--- src/rtl/cylon1_decoder_pkg.sv ---
// Shared constants and encodings for the cylon sweep decoder.
package cylon1_decoder_pkg;

  localparam int MXLED = 12;
  localparam logic [3:0] IDX_LAST = 4'(MXLED - 1);

  typedef enum logic [1:0] {
    ST_WAIT,
    ST_INIT,
    ST_UP,
    ST_DOWN
  } state_t;

  typedef enum logic [1:0] {
    CL_ZERO,
    CL_ONEHOT,
    CL_ALLONES,
    CL_MULTI
  } led_class_t;

endpackage

--- src/rtl/cylon1_decoder_led_onehot_enc.sv ---
// Classifies the registered LED word and encodes the index of a single lit LED.
module cylon1_decoder_led_onehot_enc
  import cylon1_decoder_pkg::*;
(
  input  logic [MXLED-1:0] leds_q,
  output led_class_t       led_class,
  output logic [3:0]       led_index
);

  logic [3:0] idx_terms [MXLED];

  genvar gi;
  generate
    for (gi = 0; gi < MXLED; gi++) begin : g_idx
      assign idx_terms[gi] = leds_q[gi] ? 4'(gi) : 4'd0;
    end
  endgenerate

  // The OR of per-bit indices is only meaningful when exactly one bit is set.
  always_comb begin
    led_index = 4'd0;
    for (int i = 0; i < MXLED; i++) begin
      led_index = led_index | idx_terms[i];
    end
  end

  always_comb begin
    led_class = CL_MULTI;
    if (leds_q == '0) begin
      led_class = CL_ZERO;
    end else if (&leds_q) begin
      led_class = CL_ALLONES;
    end else if ((leds_q & (leds_q - MXLED'(1))) == '0) begin
      led_class = CL_ONEHOT;
    end
  end

endmodule

--- src/rtl/cylon1_decoder.sv ---
// Receive-side checker for a 12-LED single-eye cylon sweep: tracks eye position,
// direction, dwell per step, completed sweeps and sequence errors.
module cylon1_decoder
  import cylon1_decoder_pkg::*;
#(
  parameter int MXDWELL = 24
) (
  input  logic               clock,
  input  logic               reset,
  input  logic [MXLED-1:0]   leds,
  input  logic               clear_cnt,
  output logic [3:0]         position,
  output logic               valid,
  output logic               direction,
  output logic               init_seen,
  output logic               step_err,
  output logic [MXDWELL-1:0] dwell,
  output logic [7:0]         sweeps,
  output logic [7:0]         err_cnt
);

  logic [MXLED-1:0]   leds_q;
  logic [MXLED-1:0]   leds_prev;
  logic [MXDWELL-1:0] dwell_cnt;
  led_class_t         led_class;
  logic [3:0]         led_index;
  state_t             state;
  logic               change;
  logic               err_evt;
  logic               sweep_evt;
  logic               init_evt;

  cylon1_decoder_led_onehot_enc u_enc (
    .leds_q    (leds_q),
    .led_class (led_class),
    .led_index (led_index)
  );

  assign change = (leds_q != leds_prev);

  // Event decode: everything here only matters on a pattern change.
  always_comb begin
    err_evt   = 1'b0;
    sweep_evt = 1'b0;
    init_evt  = 1'b0;
    if (change) begin
      case (led_class)
        CL_ALLONES: init_evt = 1'b1;
        CL_ONEHOT: begin
          if (state == ST_UP) begin
            err_evt = (led_index != 4'(position + 4'd1));
          end else if (state == ST_DOWN) begin
            err_evt   = (led_index != 4'(position - 4'd1));
            sweep_evt = !err_evt && (led_index == 4'd0);
          end
        end
        default: err_evt = 1'b1;
      endcase
    end
  end

  always_ff @(posedge clock or posedge reset) begin
    if (reset) begin
      leds_q    <= '0;
      leds_prev <= '0;
      dwell_cnt <= '0;
      dwell     <= '0;
      state     <= ST_WAIT;
      position  <= 4'd0;
      valid     <= 1'b0;
      direction <= 1'b0;
      init_seen <= 1'b0;
      step_err  <= 1'b0;
      sweeps    <= 8'd0;
      err_cnt   <= 8'd0;
    end else begin
      leds_q    <= leds;
      leds_prev <= leds_q;
      step_err  <= err_evt;

      if (change) begin
        dwell_cnt <= MXDWELL'(1);
        dwell     <= dwell_cnt;
      end else if (dwell_cnt != '1) begin
        dwell_cnt <= dwell_cnt + MXDWELL'(1);
      end

      if (change) begin
        case (led_class)
          CL_ALLONES: begin
            state <= ST_INIT;
            valid <= 1'b0;
          end
          CL_ONEHOT: begin
            if (state == ST_WAIT || state == ST_INIT || !err_evt) begin
              position <= led_index;
              valid    <= 1'b1;
              if (led_index == IDX_LAST) begin
                state     <= ST_DOWN;
                direction <= 1'b0;
              end else if (state != ST_DOWN || led_index == 4'd0) begin
                state     <= ST_UP;
                direction <= 1'b1;
              end
            end else begin
              state <= ST_WAIT;
              valid <= 1'b0;
            end
          end
          default: begin
            // Errors while unlocked leave the state where it was.
            if (state == ST_UP || state == ST_DOWN) begin
              state <= ST_WAIT;
              valid <= 1'b0;
            end
          end
        endcase
      end

      if (clear_cnt) begin
        err_cnt <= 8'd0;
      end else if (err_evt && err_cnt != 8'hFF) begin
        err_cnt <= err_cnt + 8'd1;
      end

      if (clear_cnt) begin
        sweeps <= 8'd0;
      end else if (sweep_evt && sweeps != 8'hFF) begin
        sweeps <= sweeps + 8'd1;
      end

      if (clear_cnt) begin
        init_seen <= 1'b0;
      end else if (init_evt) begin
        init_seen <= 1'b1;
      end
    end
  end

endmodule

--- config.mk ---
export PLATFORM = sky130hd
export DESIGN_NAME = cylon1_decoder
export DESIGN_NICKNAME = d
export VERILOG_FILES = /design/src/rtl/cylon1_decoder_pkg.sv /design/src/rtl/cylon1_decoder_led_onehot_enc.sv /design/src/rtl/cylon1_decoder.sv
export SDC_FILE = /design/constraint.sdc
export NUM_CORES = 1
export LEC_CHECK = 0
export BUFFER_PORTS_ARGS = -buffer_cell sky130_fd_sc_hd__buf_2
export CELL_PAD_IN_SITES_DETAIL_PLACEMENT = 1
export CELL_PAD_IN_SITES_GLOBAL_PLACEMENT = 1
export CORE_ASPECT_RATIO = 0.8
export CORE_MARGIN = 2
export CORE_UTILIZATION = 44
export DETAILED_ROUTE_END_ITERATION = 10
export HOLD_SLACK_MARGIN = 0.03
export PLACE_DENSITY_LB_ADDON = 0.1
export SLEW_MARGIN = 20
export SYNTH_ARGS = -nofsm -noshare
export SYNTH_HDL_FRONTEND = slang
export SYNTH_SLANG_ARGS = --single-unit
export TNS_END_PERCENT = 10
--- constraint.sdc ---
create_clock -name clock -period 3.2 [get_ports clock]
set_clock_uncertainty 0.2 [all_clocks]
set_input_delay 0.16 -clock clock [delete_from_list [all_inputs] [get_ports clock]]
set_output_delay 0.16 -clock clock [all_outputs]
set_load 0.03 [all_outputs]
Yosys cells after proc, flatten, opt, wreduce, memory -nomap -nowiden --
Cells that the tools add are included. W data, S select, Z words.
Storage, ports and cells: register bits after elaboration 98, latch bits 0, memory bits (writable) 0, memory bits (read-only) 0, input port bits 15, output and inout port bits 48, word-level logic and storage cells 109, memories 0
Cells by class: add/sub/neg operators 6, multipliers 0, div/mod/pow operators 0, order comparisons 0, equality and inequality tests 14, shift-type cells 0, muxes and demuxes 42, bitwise gates (word level) 11, reductions and logical operators 24
Operators with widths (count):
- $mux W24 | 2
- $or A4 B4 Y4 | 10
- $mux W8 | 4
- $add A24 B1 Y24 const B | 1
- $logic_not A12 Y1 | 2
- $ne A24 B24 Y1 const B | 1
- $mux W2 | 9
- $add A8 B1 Y8 const B | 2
- $mux W1 | 16
- $mux W4 | 4
- $ne A8 B8 Y1 const B | 2
- $and A12 B12 Y12 | 1
- $mux W3 | 4
- $ne A12 B12 Y1 | 1
- $reduce_and A12 Y1 | 1
- $sub A12 B1 Y12 const B | 1
- $reduce_bool A2 Y1 | 5
- $ne A4 B4 Y1 | 2
- $eq A2 B2 Y1 const B | 3
- $reduce_and A3 Y1 | 2
- $add A4 B1 Y4 const B | 1
- $eq A2 B1 Y1 const B | 2
- $eq A4 B4 Y1 const B | 1
- $logic_not A4 Y1 | 1
- other kinds (12) | 19

Longest topological paths before layout --
Gate-level depths: netlist (run 1).
depth after elaboration 21, depth in mapped cells 10, gate-level depth less buffers 9

Modules after synthesis --
A second synthesis (run 1) with hierarchy kept.
Second synthesis, totals: cells, all modules 426, area total of the unflattened synthesis 4594.4 um^2
Modules (own cells, without submodules):
- cylon1_decoder | times used 1, cells each 397, area each 4416.7 um^2, seq. area each 2452.4 um^2
- cylon1_decoder_led_onehot_enc | times used 1, cells each 29, area each 177.7 um^2, seq. area each 0.0 um^2

Least setup slack after synthesis (run 1) --
OpenSTA, ideal clock, no wires.
path kind register to register, start register leds_q[9], end register position[1], library setup time 0.149 ns, arrival time 2.547 ns, data required time 2.851 ns, setup slack 0.303 ns, stages on the path, launching flop included 10, buffers on the path 2, period minus slack after synthesis 2.897 ns, cells stage by stage dfrtp_1 buf_6 nor4_4 xor3_1 o22a_1 or4_1 and4_1 nor3_2 buf_2 a31oi_1
Between the ends: word-level cells in the longest chain between the ends 12, elaborated cells on any way between the ends 24, classes of those cells add/sub (1); eq/ne (5); mux (8); bitwise (4); reduce/logical (6)
Ends and longest elaborated chain:
- start, declared | RTL line cylon1_decoder.sv:22 | logic [MXLED-1:0] leds_q;
- start signal, assigned | RTL line cylon1_decoder.sv:77 | leds_q <= leds;
- $sub A12 B1 Y12 / $mux W4 (equally long branches) | RTL line cylon1_decoder_led_onehot_enc.sv:33, cylon1_decoder_led_onehot_enc.sv:15
- $and A12 B12 Y12 / $or A4 B4 Y4 (equally long branches) | RTL line cylon1_decoder_led_onehot_enc.sv:33, cylon1_decoder_led_onehot_enc.sv:23
- $logic_not A12 Y1 / $or A4 B4 Y4 (equally long branches) | RTL line cylon1_decoder_led_onehot_enc.sv:33, cylon1_decoder_led_onehot_enc.sv:23
- $mux W2 / $or A4 B4 Y4 (equally long branches) | RTL line cylon1_decoder_led_onehot_enc.sv:33, cylon1_decoder_led_onehot_enc.sv:23
- $mux W2 / $ne A4 B4 Y1 (equally long branches) | RTL line cylon1_decoder_led_onehot_enc.sv:31, cylon1_decoder.sv:53
- $mux W2 / $mux W1 (equally long branches) | RTL line cylon1_decoder_led_onehot_enc.sv:29, cylon1_decoder.sv:52
- $eq A2 B1 Y1, or another cell as far along | RTL line cylon1_decoder.sv:47, cylon1_decoder.sv:89
- $pmux W1 S2 | RTL line cylon1_decoder.sv:47 | case (led_class)
- $mux W1 | RTL line cylon1_decoder.sv:46 | if (change) begin
- $logic_not A1 Y1 | RTL line cylon1_decoder.sv:95 | if (state == ST_WAIT || state == ST_INIT || !err_evt) begin
- $logic_or A1 B1 Y1 | RTL line cylon1_decoder.sv:95
- $reduce_and A3 Y1 (no line) *
- end signal, assigned | RTL line cylon1_decoder.sv:96 | position <= led_index;
- end, declared | RTL line cylon1_decoder.sv:12 | output logic [3:0] position,
Mark *: on every way between the ends. The rest lies on a longest branch, timed or not. A chain may end at the register's enable or synchronous reset.

Worst setup path in the final report (run 1) --
start register leds_q[8], end register direction
Between the ends: word-level cells in the longest chain between the ends 13, elaborated cells on any way between the ends 30, classes of those cells add/sub (1); eq/ne (6); mux (9); bitwise (5); reduce/logical (9)
Ends and longest elaborated chain:
- parallel branches: the longest is 13 deep, another holds $sub A12 B1 Y12
- end signal, assigned | RTL line cylon1_decoder.sv:71 | direction <= 1'b0;
- end signal, assigned | RTL line cylon1_decoder.sv:100 | direction <= 1'b0;
- end signal, assigned | RTL line cylon1_decoder.sv:103 | direction <= 1'b1;
- end, declared | RTL line cylon1_decoder.sv:14 | output logic direction,
Several ways; the timed one is not identified.

==> results of run 1 <==
area by class of cell:
class / count / area (um^2)
repair buffers: 93 / 578.1
flip-flops and latches: 98 / 2454
fillers: 1146 / 4338
inverters: 9 / 36.28
clock buffers: 12 / 246.5
clock inverters: 3 / 40.04
multi-input cells: 327 / 1907
well taps: 136 / 170.2
repair_timing:
action                     in CTS  in global routing
hold buffers                   14                  0
resized for setup               0                  2
hold endpoints to repair       76                  0
setup endpoints to repair       0                 14
logic make-up (layout without fill, tap and decap cells):
group                      after synthesis  after routing  share of synthesized area (%)
muxes                                    4              4                         0.8966
buffers and inverters                   25            117                          2.522
xor gates and xnor gates                43             43                          9.078
DFF                                     98             98                          54.92
adders and majority gates                5              5                          1.401
and+or+nand+nor                        220            220                          23.23
AOI/OAI and AO/OA                       55             55                          7.958
final timing paths:
check / startpoint / to / slack, ns / depth (start not counted)
min reg2reg: dwell[10] / dwell[10] / 0.26 / 2
max in group asynchronous: reset / leds_q[10] / 1.71 / 4
max: leds_q[8] / direction / 0.17 / 10
min in group clock: dwell[10] / dwell[10] / 0.26 / 2
min: reset / dwell[1] / 0.26 / 3
max reg2reg: leds_q[8] / direction / 0.17 / 10
worst min-delay path, stage by stage:
cell	delay (ns)
dlygate4sd3_1	0.53
buf_2	0.13
inv_4	0.46
metal layers:
layer / vias to the layer above / GRT usage [%] / share of wire [%]
met3: 14 / 5.548 / 4.5
li1: 1715 / - / -
met2: 71 / 32.85 / 46
met1: 1728 / 29.15 / 48
met5: - / 0 / 0
met4: 0 / 6.078 / 1.4
placed cells by master, fill, tap and decap left out, drive strengths merged, types with 12 or more instances in the layout:
cell type	netlist	layout
nand2	91	91
a21oi	17	17
or3	12	12
nor2	46	46
o21ai	15	15
nand4	13	13
dlygate4sd3	0	14
clkbuf	10	12
buf	6	79
dfrtp	98	98
nand3	21	21
xor2	30	30
flip-flops by register name (all words and copies together) (netlist names):
| register | count |
|---|---|
| dwell | 24 |
| dwell_cnt | 24 |
| leds_prev | 12 |
| leds_q | 12 |
| err_cnt | 8 |
| sweeps | 8 |
| position | 4 |
| state | 2 |
| direction | 1 |
| init_seen | 1 |
| step_err | 1 |
| valid | 1 |
where the power goes:
part	leakage (nW)	total [mW]	internal [mW]	switching, mW
sequential	1.29	1.29	1.26	0.0290
clock	0.142	1.06	0.621	0.435
combinational	1.16	0.135	0.0560	0.0792
stage by stage:
step	hold slack [ns]	util (%)	instances	setup slack, ns
6_report	0.2593	55.60	678	0.1690
5_1_grt	0.2617	55.60	678	0.01500
4_1_cts	0.2546	55.52	678	0.1381
3_5_place_dp	0.06985	51.15	649	0.1394
3_3_place_gp	0.06875	51.15	649	0.2264
2_1_floorplan	-0.008570	-	450	0.2779
==> flow_summary.ini, run 1 <==
[cells_and_area]
final_nets = 558
diodes = 0
fin_area_mm2 = 0.005431
drive_above_1_share_pct = 18.27
areaGrowthSynthToFinish_pct = 21.63

[clocking]
cts-root-buf = clkbuf_16
numCtsBuffers = 9
clk_latency_ns = 0.34
cts_tree = built
post-cts-setup-buffers = 0
numClockSinks = 98
h-tree-depth = 3
cts_max_path_buffers = 2
clkTransAtPathRegs_ns = 0.06

[floorplan]
io_pins = 63
rows = 32
core_mm2 = 0.009769
die_area_mm2 = 0.01098
start_util_pct = 45.71
chipWidth_um = 116.6
die_h_um = 94.11

[critical_path]
cpPeakStageDelay_ns = 0.48
worst_setup_path_start_kind = flip-flop
path_class = reg2reg
cpMaxStageDelayCell = or4_1
required_ns = 3.25
path_buf_inv = 2
worstPathCellList = nor4_4, buf_4, xor3_1, o22a_1, or4_1, and4_1, nor3_2, buf_4, a21oi_1, a31oi_1
critical_path_arrival_ns = 3.08
end_kind = flip-flop
cp_top_family = simple AND/OR/NAND/NOR gates
cp_max_fo = 12
crit_top_cell = buf_4

[grt]
grt_max_degree = 51
grt_first_pass_wirelength_mm = 17.92
grt_antenna_before_repair = 0
grt_overflow = 0
grt_pass1_vias = 3657
grt.total_usage_pct = 21.11

[detailed_routing]
routed_wl_mm = 10.68
dr.pass1.iters = 4
vias = 3528
routed_via_density = 5.204
final_antenna_net_count = 0
remaining_drc_errors = 0
drt_iter0_drc = 152
wl_per_cell_um = 15.76

[synth]
synth_seq_cells = 98
synth_area_mm2 = 0.004466
yosys_warnings = 0
synth-async-reset-ratio_pct = 100.0
synthDistinctLibCells = 47
synth_top_area_cell = dfrtp_1
yosys_most_used_dff = dfrtp_1
avgSynthCellArea_um2 = 9.923
synth_top_area_share_pct = 54.92
synthCells = 450
yosysSeqAreaShare_pct = 54.92
synth_common_cells = dfrtp_1 (98), nand2_1 (91), nor2_1 (46)
synth_most_common_cell = dfrtp_1
synthTopCellsByArea = dfrtp_1 (55%), nand2_1 (7.6%), xor2_1 (5.9%), nor2_1 (3.9%), nand3_1 (2.4%)
synth_nets = 470
synth_edf_count = 0

[sta]
maxSlewHeadroom_pct = 57.30
clock.fmax_ghz = 0.3299
rsz0062_at_grt = no
fin_crit_sh_pct = 94.72
min_period_ns = 3.031
max_slew.worst_pin.slew_ns = 0.6405
finalSetupViolCount = 0
finalHoldViolCount = 0
fin_tns_setup_ns = 0
slew_viol_final = 0

[placed_design]
post-dp-hpwl_mm = 7.367
place_congestion = 0.8154
placed_area_mm2 = 0.004997
io_buffers = 62

[pwr]
leakage_nw = 2.599
power_density_mw_per_mm2 = 456.5
p_total_mw = 2.479
peakVddDrop_mv = 0.2674

[job]
max_cap_viol_count = 0

[status]
status = complete, no violations

[worst_hold_path]
min_path_type = in2async
No activity file was read; power rests on OpenSTA's default activity.
==> run 2, diff against run 1 <==
--- a/config.mk
+++ b/config.mk
@@ -13,7 +13,7 @@
 export CORE_UTILIZATION = 44
 export DETAILED_ROUTE_END_ITERATION = 10
 export HOLD_SLACK_MARGIN = 0.03
-export PLACE_DENSITY_LB_ADDON = 0.1
+export PLACE_DENSITY = 0.87
 export SLEW_MARGIN = 20
 export SYNTH_ARGS = -nofsm -noshare
 export SYNTH_HDL_FRONTEND = slang
==> run 2 against run 1 <==
Effect of this change:
- combinational power increased by 4%
- power is 8.9% higher
- hold slack better by 0.0041 ns
- die area unchanged
- sequential share of layout area decreased by 0.53 points
- maximum frequency fell by 0.64%
- global-route usage increased by 2.9 points
- sequential cell count is the same
- register-to-register slack got worse by 0.02 ns
- clock power increased by 20%
==> flow_summary.ini, run 2 (same netlist as run 1, synthesis figures left out) <==
[detailed_routing]
drt_iter0_drc = 169
dr.pass1.iters = 4
wl_per_cell_um = 17.93
wl_met3_um = 577
vias = 3659
wl_met1_mm = 5.325
final_antenna_net_count = 0
remaining_drc_errors = 0
highest-signal-layer = met4
routed_wl_mm = 12.11
wl_met2_mm = 6.062
routed_via_density = 5.421

[placed_design]
io_buffers = 62
place_congestion = 0.8355
post-dp-hpwl_mm = 7.869

[critical_path]
cp_max_fo = 12
critical_path_arrival_ns = 3.11
cp_top_family = simple AND/OR/NAND/NOR gates
cpPeakStageDelay_ns = 0.48
cpMaxStageDelayCell = dfrtp_1
worst_setup_path_start_kind = flip-flop
path_buf_inv = 2
required_ns = 3.26
path_class = reg2reg
end_kind = flip-flop
crit_top_cell = buf_4
worstPathCellList = nor4_4, buf_4, xor3_1, o22a_1, or4_1, and4_1, nor3_2, buf_4, nor2_1, a31oi_1

[floorplan]
core_mm2 = 0.009769
chipWidth_um = 116.6
die_h_um = 94.11
rows = 32
die_area_mm2 = 0.01098
start_util_pct = 45.71
io_pins = 63

[clocking]
clk_latency_ns = 0.35
cts_max_path_buffers = 2
numCtsBuffers = 9
cts_tree = built
h-tree-depth = 3
numClockSinks = 98
cts-root-buf = clkbuf_16
clkTransAtPathRegs_ns = 0.07

[grt]
grt_first_pass_wirelength_mm = 20.15
grt.total_usage_pct = 24.02
grt_pass1_vias = 3963
grt_max_degree = 67
grt_antenna_before_repair = 0
grt_overflow = 0

[cells_and_area]
drive_above_1_share_pct = 18.74
layout_common_cells = dfrtp_1 (98), nand2_1 (91), buf_2 (62)
top_regs = dwell (24), dwell_cnt (24)
areaGrowthSynthToFinish_pct = 23.00
final_nets = 554
final_common_cell = dfrtp_1
diodes = 0

[sta]
fin_crit_sh_pct = 95.33
min_period_ns = 3.050
slew_viol_final = 0
clock.fmax_ghz = 0.3278
maxSlewHeadroom_pct = 43.65
rsz0062_at_grt = yes
finalHoldViolCount = 0
finalSetupViolCount = 0
max_slew.worst_pin.slew_ns = 0.8452
fin_tns_setup_ns = 0

[status]
status = complete, no violations

[pwr]
peakVddDrop_mv = 0.2737
power_density_mw_per_mm2 = 491.7
p_total_mw = 2.701
leakage_nw = 2.608

[job]
max_cap_viol_count = 0

[worst_hold_path]
min_path_type = reg2reg
-- run 2: changes by cell type in the layout (fill, tap and decap cells not counted), sizes merged --
cell	previous run	this run
buf	79	75
bufinv	1	3
clkbuf	12	9
clkinv	2	1
clkinvlp	0	1
inv	9	11
-- run 2: path summary, 6_finish.rpt --
path	depth (start not counted)	startpoint	slack (ns)	to
max in group asynchronous	4	reset	1.82	position[1]
max reg2reg	10	leds_q[8]	0.15	position[1]
min in group asynchronous	3	reset	0.33	dwell_cnt[23]
min	2	dwell[11]	0.26	dwell[11]
min reg2reg	2	dwell[11]	0.26	dwell[11]
max	10	leds_q[8]	0.15	position[1]
-- run 2: power by group --
part	switching [mW]	leakage [nW]	internal, mW
registers	0.0332	1.30	1.26
logic	0.0837	1.15	0.0561
clock network	0.498	0.167	0.771
total	0.615	2.61	2.09
-- run 2: through the flow --
stage	util, %	std cells	hold WS, ns	setup WS [ns]	cell area, um^2
after detailed placement	50.97	645	0.07013	0.08723	4980
after global placement	50.97	645	0.07166	0.2866	4980
final	56.22	675	0.2635	0.1495	5493
after floorplan	-	450	-0.008570	0.2779	4466
after global routing	56.22	675	0.2680	-0.005713	5493
after CTS	55.98	675	0.2533	0.04302	5469
-- run 2: worst reg2reg max path: cells and delay by family (launching register included) --
family / cells / cell delay, ns
compound gates: 2 / 0.36
simple gates: 5 / 1.23
xor+xnor: 1 / 0.29
buf+inv: 2 / 0.40
flops: 1 / 0.48
-- run 2: what timing repair did --
item,in CTS,in global routing
setup endpoints to repair,0,18
resized for setup,0,7
hold buffers,14,0
hold endpoints to repair,93,0
setup buffers,0,0
-- run 2: cell type report --
class                   count  area, um^2
fillers                  1140        4277
well taps                 136       170.2
clock buffers               9       225.2
flip-flops and latches     98        2452
inverters                   9       36.28
clock inverters             7       123.9
multi-input cells         327        1924
repair buffers             89       560.5
-- run 2: layer usage --
layer	vias to the layer above	GRT usage, %
met4	0	6.078
met5	-	0
met2	80	40.41
met3	15	5.419
met1	1858	31.55
li1	1706	-
